==> src/rtl/pkg_matriz.sv <==
// Shared definitions for the matrix loader and the determinant ULA:
// element/matrix widths, size codes, FSM encoding and element-count lookup.
package pkg_matriz;

  localparam int unsigned LARGURA_ELEM   = 8;
  localparam int unsigned DIM_MAX        = 5;
  localparam int unsigned LARGURA_MATRIZ = LARGURA_ELEM * DIM_MAX * DIM_MAX;
  localparam int unsigned LARGURA_CONT   = 5;
  localparam int unsigned LARGURA_TAM    = 2;
  localparam int unsigned LARGURA_ESTADO = 2;

  localparam logic [LARGURA_TAM-1:0] TAM_2X2 = 2'b00;
  localparam logic [LARGURA_TAM-1:0] TAM_3X3 = 2'b01;
  localparam logic [LARGURA_TAM-1:0] TAM_4X4 = 2'b10;
  localparam logic [LARGURA_TAM-1:0] TAM_5X5 = 2'b11;

  localparam logic [LARGURA_ESTADO-1:0] OCIOSO     = 2'b00;
  localparam logic [LARGURA_ESTADO-1:0] CARREGANDO = 2'b01;
  localparam logic [LARGURA_ESTADO-1:0] COMPLETO   = 2'b10;

  // Number of elements n*n for a size code (n = code + 2).
  function automatic logic [LARGURA_CONT-1:0] total_elementos(input logic [LARGURA_TAM-1:0] tam);
    logic [LARGURA_CONT-1:0] total;
    case (tam)
      TAM_2X2: total = 5'd4;
      TAM_3X3: total = 5'd9;
      TAM_4X4: total = 5'd16;
      default: total = 5'd25;
    endcase
    return total;
  endfunction

endpackage

==> src/rtl/carregador_matriz.sv <==
// Serial loader: takes a size code then n*n signed elements row-major and
// packs them densely into a 200-bit vector held until downstream accepts it.
module carregador_matriz
  import pkg_matriz::*;
(
  input  logic                       clk,
  input  logic                       reset,
  input  logic                       iniciar,
  input  logic [LARGURA_TAM-1:0]     tamanho,
  input  logic [LARGURA_ELEM-1:0]    dado_in,
  input  logic                       dado_valido,
  output logic                       dado_pronto,
  output logic [LARGURA_MATRIZ-1:0]  matriz,
  output logic [LARGURA_TAM-1:0]     sinalizador,
  output logic                       matriz_valida,
  input  logic                       matriz_aceita,
  output logic                       ocupado
);

  logic [LARGURA_ESTADO-1:0] estado, estado_prox;
  logic [LARGURA_CONT-1:0]   contador, contador_prox;
  logic [LARGURA_MATRIZ-1:0] matriz_prox;
  logic [LARGURA_TAM-1:0]    sinal_prox;
  logic [LARGURA_CONT-1:0]   ultimo;
  logic                      transferencia;

  assign ultimo        = LARGURA_CONT'(total_elementos(sinalizador) - 5'd1);
  assign transferencia = dado_valido && dado_pronto;

  // State, datapath and status registers; status flags follow the next state.
  always_ff @(posedge clk) begin
    if (reset) begin
      estado        <= OCIOSO;
      contador      <= '0;
      matriz        <= '0;
      sinalizador   <= '0;
      dado_pronto   <= 1'b0;
      matriz_valida <= 1'b0;
      ocupado       <= 1'b0;
    end else begin
      estado        <= estado_prox;
      contador      <= contador_prox;
      matriz        <= matriz_prox;
      sinalizador   <= sinal_prox;
      dado_pronto   <= (estado_prox == CARREGANDO);
      matriz_valida <= (estado_prox == COMPLETO);
      ocupado       <= (estado_prox != OCIOSO);
    end
  end

  // Next-state and datapath update.
  always_comb begin
    estado_prox   = estado;
    contador_prox = contador;
    matriz_prox   = matriz;
    sinal_prox    = sinalizador;
    case (estado)
      OCIOSO: begin
        if (iniciar) begin
          sinal_prox    = tamanho;
          matriz_prox   = '0;
          contador_prox = '0;
          estado_prox   = CARREGANDO;
        end
      end
      CARREGANDO: begin
        if (transferencia) begin
          matriz_prox[32'(contador) * LARGURA_ELEM +: LARGURA_ELEM] = dado_in;
          // Counter parks on the last slot so it never exceeds total-1.
          if (contador == ultimo) begin
            estado_prox = COMPLETO;
          end else begin
            contador_prox = contador + 5'd1;
          end
        end
      end
      COMPLETO: begin
        if (matriz_aceita) begin
          estado_prox = OCIOSO;
        end
      end
      default: begin
        estado_prox = OCIOSO;
      end
    endcase
  end

endmodule

==> config.mk <==
export PLATFORM = sky130hd
export DESIGN_NAME = carregador_matriz
export DESIGN_NICKNAME = d
export VERILOG_FILES = /design/src/rtl/pkg_matriz.sv /design/src/rtl/carregador_matriz.sv
export SDC_FILE = /design/constraint.sdc
export NUM_CORES = 1
export LEC_CHECK = 0
export ABC_AREA = 1
export CORE_MARGIN = 1.5
export CORE_UTILIZATION = 40
export DETAILED_ROUTE_END_ITERATION = 10
export GPL_TIMING_DRIVEN = 0
export PLACE_DENSITY = 0.72
export SYNTH_ARGS = -nofsm -noshare
export SYNTH_HDL_FRONTEND = slang
export SYNTH_SLANG_ARGS = --single-unit
==> constraint.sdc <==
create_clock -name clk -period 7.62 [get_ports clk]
set_clock_uncertainty 0.2 [all_clocks]
set_input_delay 1.905 -clock clk [delete_from_list [all_inputs] [get_ports clk]]
set_output_delay 1.905 -clock clk [all_outputs]
set_load 0.01 [all_outputs]
==> results.json <==
{
  "cts_inserted_buffers": 22,
  "postCtsHoldBufs": 0,
  "drt-total-wl_um": 37790,
  "post-place-ws_ps": 2840,
  "hold_class": "reg -> reg",
  "syn_avg_cell_area_um2": 7.027,
  "mostFrequentLayoutCells": "nand2_1 (317), clkdlybuf4s50_1 (218), dfxtp_1 (212)",
  "cellPowerDensity_nw_per_um2": 206.9,
  "p_seq_share_pct": 43.4,
  "detail-route-antenna-nets": 0,
  "fillers": 2187,
  "final_area_um2": 12670,
  "met2_length_um": 16550,
  "core-area_um2": 22780,
  "status": "complete, no violations",
  "final_common_cell": "nand2_1",
  "synth-edff-count": 0,
  "period_minus_slack_ps": 4384,
  "routed_via_density": 5.516,
  "dp.cells": 1858,
  "critPathKind": "in -> reg",
  "vias": 10469,
  "finalMaxSlewViolations": 0,
  "overflow": 0,
  "cts.repair.resized": 0,
  "sw_frac_of_total_pct": 27.49,
  "cp.arrival_ps": 4540,
  "port_buffers": 218,
  "drt_iter0_drc": 979,
  "syn2layout_area_growth_pct": 35.85,
  "wl_per_cell_um": 19.91,
  "ys_async_sr_fraction_pct": 0,
  "cts_max_level": 1,
  "period_share_pct": 57.53,
  "post_cts_buffers": 0,
  "drt_pre_antenna_iters": 6,
  "clk_pin_slew_ps": 60,
  "dr_wl_met3_um": 3485,
  "routed.top_layer": "met4",
  "dp_hpwl_um": 28560,
  "syn_area_um2": 9325,
  "worstPathRequired_ps": 7770,
  "finalSetupTns_ps": 0,
  "grt_max_degree": 15,
  "rsz0062_at_grt": "no",
  "cts.sinks": 212,
  "combinationalPowerShare_pct": 12.9,
  "p_clk_share_pct": 43.7,
  "fin_worst_hold_slack_ps": 263.9,
  "rows": 55,
  "fin_cells": 1898,
  "postPlaceCellArea_um2": 11900,
  "internal_power_uw": 1900,
  "place.gp.congestion": 0.9967,
  "synth_seq_cells": 212,
  "io_pins": 220,
  "static-leakage-power_uw": 0.004281,
  "initial_utilization_pct": 40.94,
  "die_w_um": 155.7,
  "drc": 0,
  "cts_tree": "yes",
  "max_freq_ghz": 0.2281,
  "yosysWarnings": 0,
  "ir_drop_mv": 0.1263,
  "slew_headroom_pct": 36.98,
  "die_h_um": 155.7,
  "syn_nets": 1345,
  "grt_pass1_wl_um": 55600,
  "hold_viol_final": 0,
  "die-area_um2": 24240,
  "clkLatencyLatePin_ps": 510,
  "met1_length_um": 16100,
  "end_kind": "flop",
  "worst_pin_slew_ps": 938.1,
  "grt_util_all_layers_pct": 30.08,
  "synthCells": 1327,
  "seq_area_frac_synth_pct": 45.51,
  "setup_viol": 0,
  "p_sw_uw": 720.5,
  "setup_slack_ps": 3236,
  "yosys_most_used_dff": "dfxtp_1",
  "grt_pass1_vias": 9646,
  "num_antenna_cells": 0,
  "finalNetCount": 1587,
  "ys_types": 33,
  "clockRootBuffer": "clkbuf_16",
  "cts_max_path_buffers": 3,
  "drive_gt1_share_pct": 6.688,
  "cp-start-kind": "input port",
  "antenna_found_initial": 0,
  "critPathMaxFanout": 10,
  "drv_cap": 0
}
-- flip-flops by register name (all words and copies together), names as in the netlist --
name	count
contador	5
dado_pronto	1
estado	2
matriz	200
matriz_valida	1
ocupado	1
sinalizador	2
-- metal layers --
metal,up-vias,global-route usage (%)
li1,4897,-
met1,4892,41.20
met2,571,47.32
met3,109,4.361
met4,0,12.79
met5,-,0
-- per-stage QoR --
step,utilization [%],power [uW]
CTS,55.62,2614
finish,55.62,2621
global route,55.62,2688
detailed placement,52.24,1487
global placement,52.24,1486
floorplan,-,1347
-- cell type report --
cell class | count | area, um^2 | share of cell area [%]
multi-input combinational | 967 | 4482 | 35.38
sequential | 212 | 4244 | 33.50
timing repair buffer | 218 | 2182 | 17.22
clock buffer | 32 | 649.4 | 5.126
tap | 313 | 391.6 | 3.091
buffer | 72 | 306.5 | 2.420
inverter | 76 | 292.8 | 2.311
clock inverter | 8 | 120.1 | 0.9481
-- synth_stat cells, types with 2 or more instances --
| cell type | number | area [um^2] |
|---|---|---|
| a21oi_1 | 184 | 920.9 |
| and2_1 | 2 | 12.51 |
| buf_1 | 4 | 15.01 |
| buf_2 | 14 | 70.07 |
| buf_4 | 3 | 22.52 |
| clkbuf_1 | 50 | 187.7 |
| dfxtp_1 | 212 | 4244 |
| ha_1 | 3 | 37.54 |
| inv_1 | 62 | 232.7 |
| inv_2 | 10 | 37.54 |
| inv_4 | 3 | 18.77 |
| nand2_1 | 317 | 1190 |
| nand2_2 | 10 | 62.56 |
| nand3_1 | 158 | 790.8 |
| nand3b_1 | 2 | 15.01 |
| nand4_1 | 34 | 212.7 |
| nor2_1 | 144 | 540.5 |
| nor2_2 | 16 | 100.1 |
| nor2_4 | 4 | 45.04 |
| nor3_1 | 59 | 295.3 |
| nor3_2 | 2 | 20.02 |
| nor3_4 | 2 | 32.53 |
| o21ai_0 | 19 | 95.09 |
| o21ai_2 | 2 | 17.52 |
| o31ai_1 | 2 | 15.01 |
| xor2_1 | 2 | 17.52 |
-- critical path, stage by stage --
cell	delay, ps
clkdlybuf4s50_1	460
inv_1	40
nor3_2	310
nor2_2	150
inv_2	190
clkbuf_1	730
nand2_1	480
nand3_1	180
a21oi_1	70
-- cells by family after synthesis --
kind of cell    after synthesis  synth area share, %
compound gates              210                11.59
xor+xnor                      2               0.1879
fa+ha+maj                     3               0.4026
buf+inv                     148                6.427
flops                       212                45.51
simple gates                752                35.88
-- path summary, 6_finish.rpt --
kind | endpoint | slack (ps) | from | depth (start not counted)
max | matriz[198] | 3240 | iniciar | 9
min | matriz[33] | 260 | matriz[33] | 2
max reg2reg | matriz[40] | 3590 | contador[0] | 14
min reg2reg | matriz[33] | 260 | matriz[33] | 2
-- power groups by stage --
stage | sequential [uW] | clock, uW | combinational [uW]
after global placement | 1160 | 0 | 324
after CTS | 1140 | 1150 | 326
after global routing | 1140 | 1190 | 357
after detailed placement | 1160 | 0 | 325
after floorplan | 1170 | 0 | 181
final | 1140 | 1150 | 337
No activity file was read; power rests on OpenSTA's default activity.
